<file path="config.mk">
export PLATFORM = sky130hd
export DESIGN_NAME = sync_fifo
export DESIGN_NICKNAME = d
export VERILOG_FILES = /design/src/rtl/fifo_pkg.sv /design/src/rtl/fifo_mem.sv /design/src/rtl/sync_fifo.sv
export SDC_FILE = /design/constraint.sdc
export NUM_CORES = 1
export LEC_CHECK = 0
export ABC_AREA = 1
export ABC_CLOCK_PERIOD_IN_PS = 5330
export BUFFER_PORTS_ARGS = -buffer_cell sky130_fd_sc_hd__buf_2
export CORE_ASPECT_RATIO = 0.8
export CORE_MARGIN = 8
export CORE_UTILIZATION = 45
export DETAILED_ROUTE_END_ITERATION = 7
export PLACE_DENSITY_LB_ADDON = 0.25
export RECOVER_POWER = 100
export SLEW_MARGIN = 20
export SYNTH_ARGS = -nofsm -noshare
export SYNTH_HDL_FRONTEND = slang
export SYNTH_SLANG_ARGS = --single-unit
export TNS_END_PERCENT = 100
</file>
<file path="constraint.sdc">
create_clock -name clk -period 5.33 [get_ports clk]
set_input_delay 0 -clock clk [delete_from_list [all_inputs] [get_ports clk]]
set_output_delay 0 -clock clk [all_outputs]
set_load 0.01 [all_outputs]
</file>
<file path="src/rtl/fifo_pkg.sv">
// Shared geometry constants and pointer helpers for the synchronous FIFO.
package fifo_pkg;

  localparam int DEFAULT_DEPTH = 16;
  localparam int DEFAULT_WIDTH = 8;

  // One bit wider than the storage index so full and empty can be told apart.
  function automatic int ptrWidth(input int depth);
    return $clog2(depth) + 1;
  endfunction

  localparam int DEFAULT_PTR_W = ptrWidth(DEFAULT_DEPTH);

  typedef logic [DEFAULT_PTR_W-1:0] ptr_t;

endpackage

</file>
<file path="src/rtl/fifo_mem.sv">
// Register-array storage: synchronous write port, registered read port.
module fifo_mem
  import fifo_pkg::*;
#(
  parameter int DEPTH = DEFAULT_DEPTH,
  parameter int WIDTH = DEFAULT_WIDTH,
  parameter int ADDR_W = $clog2(DEPTH)
) (
  input  logic              clk,
  input  logic              reset,
  input  logic              i_wrEn,
  input  logic [ADDR_W-1:0] i_wrAddr,
  input  logic [WIDTH-1:0]  i_wrData,
  input  logic              i_rdEn,
  input  logic [ADDR_W-1:0] i_rdAddr,
  output logic [WIDTH-1:0]  o_rdData
);

  logic [WIDTH-1:0] r_mem [DEPTH];
  logic [WIDTH-1:0] r_rdData;

  // Storage is deliberately not reset; stale words are unreachable once the pointers clear.
  always_ff @(posedge clk) begin
    if (i_wrEn) begin
      r_mem[i_wrAddr] <= i_wrData;
    end
  end

  always_ff @(posedge clk or negedge reset) begin
    if (!reset) begin
      r_rdData <= '0;
    end else if (i_rdEn) begin
      r_rdData <= r_mem[i_rdAddr];
    end
  end

  assign o_rdData = r_rdData;

endmodule

</file>
<file path="src/rtl/sync_fifo.sv">
// Single-clock FIFO: wrap-bit pointers, accept logic and status flags around fifo_mem.
module sync_fifo
  import fifo_pkg::*;
#(
  parameter int DEPTH = DEFAULT_DEPTH,
  parameter int WIDTH = DEFAULT_WIDTH
) (
  input  logic             clk,
  input  logic             reset,
  input  logic             io_write,
  input  logic             io_read,
  input  logic [WIDTH-1:0] io_din,
  output logic [WIDTH-1:0] io_dout,
  output logic             io_full,
  output logic             io_empty
);

  localparam int PTR_W  = ptrWidth(DEPTH);
  localparam int ADDR_W = PTR_W - 1;

  logic [PTR_W-1:0] r_wp;
  logic [PTR_W-1:0] r_rp;
  logic             w_wrAccept;
  logic             w_rdAccept;

  // Both requests are qualified against the flags as they stand before the edge.
  assign w_wrAccept = io_write && !io_full;
  assign w_rdAccept = io_read && !io_empty;

  assign io_empty = (r_wp == r_rp);
  assign io_full  = (r_wp[PTR_W-1] != r_rp[PTR_W-1]) &&
                    (r_wp[ADDR_W-1:0] == r_rp[ADDR_W-1:0]);

  always_ff @(posedge clk or negedge reset) begin
    if (!reset) begin
      r_wp <= '0;
      r_rp <= '0;
    end else begin
      if (w_wrAccept) begin
        r_wp <= r_wp + PTR_W'(1);
      end
      if (w_rdAccept) begin
        r_rp <= r_rp + PTR_W'(1);
      end
    end
  end

  fifo_mem #(
    .DEPTH  (DEPTH),
    .WIDTH  (WIDTH),
    .ADDR_W (ADDR_W)
  ) u_mem (
    .clk      (clk),
    .reset    (reset),
    .i_wrEn   (w_wrAccept),
    .i_wrAddr (r_wp[ADDR_W-1:0]),
    .i_wrData (io_din),
    .i_rdEn   (w_rdAccept),
    .i_rdAddr (r_rp[ADDR_W-1:0]),
    .o_rdData (io_dout)
  );

endmodule

</file>
==> results of run 1 <==
[what timing repair did]
item / 4_1_cts / 5_1_grt
setup buffers: 0 / 0
endpoints found under the hold margin: 18 / 0
hold buffers: 1 / 0
[cells in the final DEF, fill, tap and decap left out, types with 2 or more instances in the layout]
| master | n |
|---|---|
| bufinv_16 | 4 |
| o21ai_1 | 2 |
| buf_4 | 2 |
| clkinv_1 | 3 |
| nor3_1 | 15 |
| inv_6 | 3 |
| xor2_1 | 5 |
| dfrtp_1 | 17 |
| clkbuf_16 | 17 |
| edfxtp_1 | 128 |
| clkinv_4 | 2 |
| clkinv_2 | 2 |
| clkinvlp_4 | 2 |
| inv_1 | 136 |
| nor2_1 | 3 |
| ha_1 | 5 |
| clkbuf_1 | 18 |
| nand3_1 | 85 |
| nand2_1 | 252 |
| xnor2_1 | 5 |
| buf_2 | 3 |
[logic make-up (layout without fill, tap and decap cells)]
group           Yosys count  after routing  share of synthesized area
simple gates            357            357                     0.2235
buf+inv                 165            194                     0.1006
flops                   146            146                     0.6516
xor+xnor                 10             10                    0.01329
fa+ha+maj                 5              5                   0.009493
compound gates            2              2                   0.001519
[worst min-delay path, cell delays in order]
cell	delay, ns
buf_2	0.10
nand2_2	0.33
nand2_1	0.16
nand2_1	0.05
[power breakdown]
part	internal, mW	total (mW)	switching (mW)
logic	0.348	1.24	0.889
clock network	0.789	1.27	0.479
registers	1.40	1.49	0.0916
[metrics by stage]
stage          hold slack (ns)  worst slack (ns)
6_report                0.2598             1.459
5_1_grt                 0.2889             1.144
4_1_cts                0.04762             2.120
3_5_place_dp          -0.02278             2.120
3_3_place_gp          -0.03414             2.230
2_1_floorplan          -0.2956             3.278
[layer usage]
layer	share of wire	up-vias	track usage
li1	-	2170	-
met1	0.47	2204	0.2512
met5	0	-	0
met2	0.44	179	0.2657
met4	0.012	0	0.05230
met3	0.079	20	0.06282
[flip-flops by register name, indices dropped and copies added, names as in the netlist]
name and count:
r_wp 5, u_mem.o_rdData 8, u_mem.r_mem 128, r_rp 5
[cell type report]
cell class | count | area share
timing repair buffer | 24 | 0.01452
sequential | 146 | 0.5796
multi-input combinational | 374 | 0.2200
tap | 184 | 0.03107
clock inverter | 15 | 0.02752
inverter | 138 | 0.06990
clock buffer | 17 | 0.05740
[worst max path at each step]
stage	from	to	cells past startpoint
after floorplan	r_rp[1]	u_mem.r_mem[10][0]	7
after global routing	r_rp[0]	u_mem.r_mem[4][6]	7
final	r_rp[0]	u_mem.r_mem[10][5]	7
after CTS	r_rp[0]	u_mem.r_mem[10][4]	7
after global placement	r_rp[0]	u_mem.r_mem[3][0]	7
after detailed placement	r_rp[0]	u_mem.r_mem[10][4]	7
==> results.py, run 1 <==
metrics = {
    "run_status": {
        "outcome": "complete, but fails checks",
        "failed_checks": "max-capacitance violations, max-slew violations",
    },
    "sta": {
        "tns_ns": 0,
        "final_hold_viol_count": 0,
        "drv_slew": 67,
        "finalSetupViolations": 0,
        "timing.fmax_mhz": 258.3,
        "slew_headroom": -0.2613,
        "timing.final.crit_period_ns": 3.871,
        "min_period_over_period": 0.7263,
        "worstMarginPinSlew_ns": 1.890,
        "worst_clock_skew_ns": 0.009055,
        "rsz0062_at_grt": "no",
    },
    "yosys": {
        "synth_area_per_cell_um2": 9.621,
        "ys_seq_elements": 146,
        "synthesis.area_mm2": 0.006590,
        "syn-instance-count": 685,
        "synth_most_common_cell": "nand2_1",
        "synth-edff-count": 128,
        "ys_warn_count": 0,
        "seq_area_frac_synth": 0.6516,
        "ys_types": 20,
        "synth_top_area_share": 0.5833,
        "yosys-top-cells-area": "edfxtp_1 58%, nand2_1 14%, inv_1 7.6%",
        "async_flop_share": 0.1233,
        "synth-main-ff-cell": "edfxtp_1",
        "ys_top_cells_by_count": "251 x nand2_1, 134 x inv_1, 128 x edfxtp_1",
        "synth_top_area_cell": "edfxtp_1",
        "syn_nets": 702,
    },
    "setup_path": {
        "ff2ff_path_depth": 7,
        "r2r-end": "u_mem.r_mem[10][5]",
        "path_cells": "inv_1 -> nand2_1 -> nand2_1 -> nor2_1 -> nand3_1 -> nand2_2 -> nor3_1",
        "worstSetupEndpointType": "register",
        "required_ns": 5.37,
        "critPathKind": "reg2reg",
        "critPathMaxStageDelay_ns": 1.34,
        "cp.arrival_ns": 3.91,
        "crit_slowest_cell": "inv_1",
        "crit_family": "simple AND/OR/NAND/NOR gates",
        "regToRegStartpoint": "r_rp[0]",
        "r2r_slack_ns": 1.46,
        "cp-start-kind": "register",
        "timing.critical_path.mode_cell": "nand2_1",
        "critPathMaxFanout": 66,
        "path_buf_inv": 1,
    },
    "die": {
        "ios": 22,
        "initial_core_util": 0.4609,
        "die_area_mm2": 0.01880,
        "core_mm2": 0.01430,
        "dieWidth_um": 151.3,
        "die_h_um": 124.2,
        "rows": 39,
    },
    "clocking": {
        "cts.reportedPaths.clkPinSlew_ns": 0.06,
        "cts-htree-levels": 4,
        "insertion_delay_ns": 0.42,
        "cts_sinks": 146,
        "cts_repair_resize_count": 0,
        "cts-root-buf": "clkbuf_16",
        "cts_tree": "done",
        "clockBufferDepth": 2,
        "cts_buffers": 17,
    },
    "cells_and_area": {
        "final_nets": 718,
        "drive_gt1_frac": 0.05462,
        "diodes": 0,
        "post-route-util": 0.5183,
        "area.growth.synth_to_final_pct": 12.45,
        "fillerInstances": 1329,
        "seq_area_mm2": 0.004295,
        "postLayoutCellArea_mm2": 0.007411,
        "multi_input_area_mm2": 0.001630,
        "fin_cells": 898,
    },
    "detailed_routing": {
        "ant_nets": 0,
        "viasPerCell": 5.092,
        "first_iter_violations": 446,
        "routed_wl_mm": 16.26,
        "drt-pass1-iter-count": 5,
        "wire_per_inst_um": 18.11,
        "vias": 4573,
        "drc": 0,
    },
    "global_route": {
        "grt_pass1_wl_mm": 25.68,
        "grt.total_usage": 0.1823,
        "grt_pass1_vias": 4625,
        "antenna_found_initial": 0,
        "grt_overflow": 0,
        "grt_max_degree": 69,
    },
    "place": {
        "io_buffers": 21,
        "dp_hpwl_mm": 10.52,
        "placedCellCount": 865,
        "gp_congestion": 0.8940,
        "place_area_mm2": 0.006797,
    },
    "min_path": {
        "worstHoldStart": "io_write",
        "hold_end": "r_wp[3]",
        "min_path_cells": 4,
        "hp-class": "in2reg",
    },
    "run": {
        "maxCapViolCount": 1,
    },
    "power": {
        "irDropWorstVdd_mv": 0.3034,
        "leakagePower_nw": 3.347,
        "totalPowerFinal_mw": 3.999,
        "powerDensity_mw_per_mm2": 539.6,
    },
}
No activity file was read; power rests on OpenSTA's default activity.
==> run 2: changes to the inputs <==
ABC_CLOCK_PERIOD_IN_PS = 3850   (was 5330)
clock period = 3.85 ns   (was 5.33 ns; I/O delays follow)
==> run 2 against run 1 <==
The run now ends clean. Clock power grew 35%. Cell count grew 1.7%. Non-clock buffer count grew 15. Power grew 37%. Register-to-register slack lost 0.47 ns. Routed wire length shrank 8.4%. Critical path type unchanged. Critical endpoint is now u_mem.r_mem[7][4].
==> results.py, run 2 (synthesis gave the netlist of run 1 again) <==
metrics = {
    "sta": {
        "worstMarginPinSlew_ns": 1.355,
        "min_period_over_period": 0.7425,
        "drv_slew": 0,
        "holdWs_ns": 0.1964,
        "finalSetupViolations": 0,
        "timing.fmax_mhz": 349.8,
        "tns_ns": 0,
        "timing.final.crit_period_ns": 2.858,
        "slew_headroom": 0.09634,
        "final_hold_viol_count": 0,
        "rsz0062_at_grt": "no",
        "worst_clock_skew_ns": 0.007328,
    },
    "setup_path": {
        "r2r-end": "u_mem.r_mem[7][4]",
        "cp-startpoint": "r_rp[0]",
        "cp.arrival_ns": 2.89,
        "crit_slowest_cell": "nor3_1",
        "regToRegStartpoint": "r_rp[0]",
        "ff2ff_path_depth": 6,
        "critPathKind": "reg2reg",
        "worstSetupEndpointType": "register",
        "path_buf_inv": 0,
        "critPathMaxStageDelay_ns": 0.99,
        "path_cells": "nand2_1 -> nand2_1 -> nor2_1 -> nand3_1 -> nand2_1 -> nor3_1",
        "crit_family": "simple AND/OR/NAND/NOR gates",
        "timing.critical_path.mode_cell": "nand2_1",
        "r2r_slack_ns": 0.99,
        "critPathMaxFanout": 23,
        "worstSetupPathDepth": 6,
        "setup.worst_path.end": "u_mem.r_mem[7][4]",
        "cp-start-kind": "register",
        "required_ns": 3.88,
    },
    "place": {
        "gp_congestion": 0.8659,
        "io_buffers": 21,
        "dp_hpwl_mm": 9.316,
    },
    "clocking": {
        "cts_tree": "done",
        "cts-root-buf": "clkbuf_16",
        "cts_repair_resize_count": 0,
        "cts_setup_buffers": 0,
        "insertion_delay_ns": 0.42,
        "clockBufferDepth": 2,
        "cts-htree-levels": 4,
        "cts.reportedPaths.clkPinSlew_ns": 0.06,
        "cts_sinks": 146,
        "cts_buffers": 17,
    },
    "cells_and_area": {
        "largest_reg_flops": 128,
        "layout_commonest_cell": "nand2_1",
        "largest-register": "u_mem.r_mem",
        "seq_area_mm2": 0.004294,
        "final_nets": 733,
        "multi_input_area_mm2": 0.001628,
        "drive_gt1_frac": 0.04938,
        "area.growth.synth_to_final_pct": 13.18,
        "diodes": 0,
        "final_cell_mix": "253 x nand2_1, 135 x inv_1, 128 x edfxtp_1, 85 x nand3_1, 34 x clkbuf_1",
        "post-route-util": 0.5217,
        "fillerInstances": 1282,
    },
    "die": {
        "die_area_mm2": 0.01880,
        "dieWidth_um": 151.3,
        "rows": 39,
        "initial_core_util": 0.4609,
        "ios": 22,
        "die_h_um": 124.2,
        "core_mm2": 0.01430,
    },
    "global_route": {
        "grt.total_usage": 0.1686,
        "grt_pass1_wl_mm": 24.12,
        "antenna_found_initial": 0,
        "grt_pass1_vias": 4509,
        "grt_max_degree": 66,
        "grt_overflow": 0,
    },
    "detailed_routing": {
        "routed_wl_mm": 14.90,
        "wire_per_inst_um": 16.31,
        "vias": 4545,
        "viasPerCell": 4.978,
        "drc": 0,
        "first_iter_violations": 449,
        "drt-pass1-iter-count": 5,
        "ant_nets": 0,
    },
    "min_path": {
        "hp-class": "in2reg",
    },
    "power": {
        "irDropWorstVdd_mv": 0.3924,
        "powerDensity_mw_per_mm2": 732.1,
        "leakagePower_nw": 3.351,
    },
    "run": {
        "maxCapViolCount": 0,
    },
    "run_status": {
        "outcome": "finished, final reports clean",
    },
}
run 2: cell count changes in the layout (fill, tap and decap cells not counted), sizes merged:
| cell | delta |
|---|---|
| inv | -3 |
| clkinvlp | +2 |
| clkinv | -1 |
| dlygate4sd3 | +1 |
| buf | -1 |
| clkbuf | +17 |
run 2: report_power, final:
| group | internal [mW] | leakage, nW | total, mW | switching, mW |
|---|---|---|---|---|
| clock network | 1.08 | 0.287 | 1.72 | 0.635 |
| registers | 1.94 | 1.38 | 2.09 | 0.152 |
| logic | 0.484 | 1.68 | 1.65 | 1.17 |
| total | 3.51 | 3.35 | 5.46 | 1.95 |
run 2: worst min path at each step:
stage / from / to / slack (ns) / depth (start not counted)
2_1_floorplan: reset / r_rp[0] / -0.30 / 0
3_3_place_gp: reset / u_mem.o_rdData[2] / -0.04 / 1
3_5_place_dp: reset / u_mem.o_rdData[0] / -0.03 / 1
4_1_cts: io_din[1] / u_mem.r_mem[0][1] / 0.01 / 1
5_1_grt: io_read / r_rp[2] / 0.22 / 3
6_report: io_read / u_mem.o_rdData[4] / 0.20 / 4
run 2: what timing repair did:
item	4_1_cts	5_1_grt
setup endpoints to repair	0	0
hold endpoints to repair	25	0
hold buffers	2	0
run 2: routing by layer:
metal	wire length (um)	vias to the layer above	track usage
met4	310	0	0.05985
li1	-	2206	-
met2	6678	133	0.2514
met3	891	26	0.03813
met1	7014	2180	0.2356
met5	0	-	0
run 2: area by class of cell:
| type | count | share of cell area |
|---|---|---|
| Clock buffer | 19 | 0.05804 |
| Multi-Input combinational cell | 374 | 0.2183 |
| Timing Repair Buffer | 39 | 0.02281 |
| Clock inverter | 13 | 0.02483 |
| Inverter | 138 | 0.06945 |
| Tap cell | 184 | 0.03087 |
| Sequential cell | 146 | 0.5757 |
run 2: worst min-delay path, cell delays in order:
cell and delay [ns]:
buf_2 0.08, nand2_1 0.30, nand2_1 0.15, nand2_1 0.05
run 2: through the flow:
step                      std cells  instance area (um^2)  worst slack (ns)  total power, mW
after floorplan                 685                  6590             1.798            3.289
after global placement          879                  6902             1.406            3.760
after detailed placement        879                  6902             1.302            3.786
after CTS                       913                  7540             1.298            5.521
after global routing            913                  7458            0.6883            5.802
final                           913                  7458            0.9915            5.460
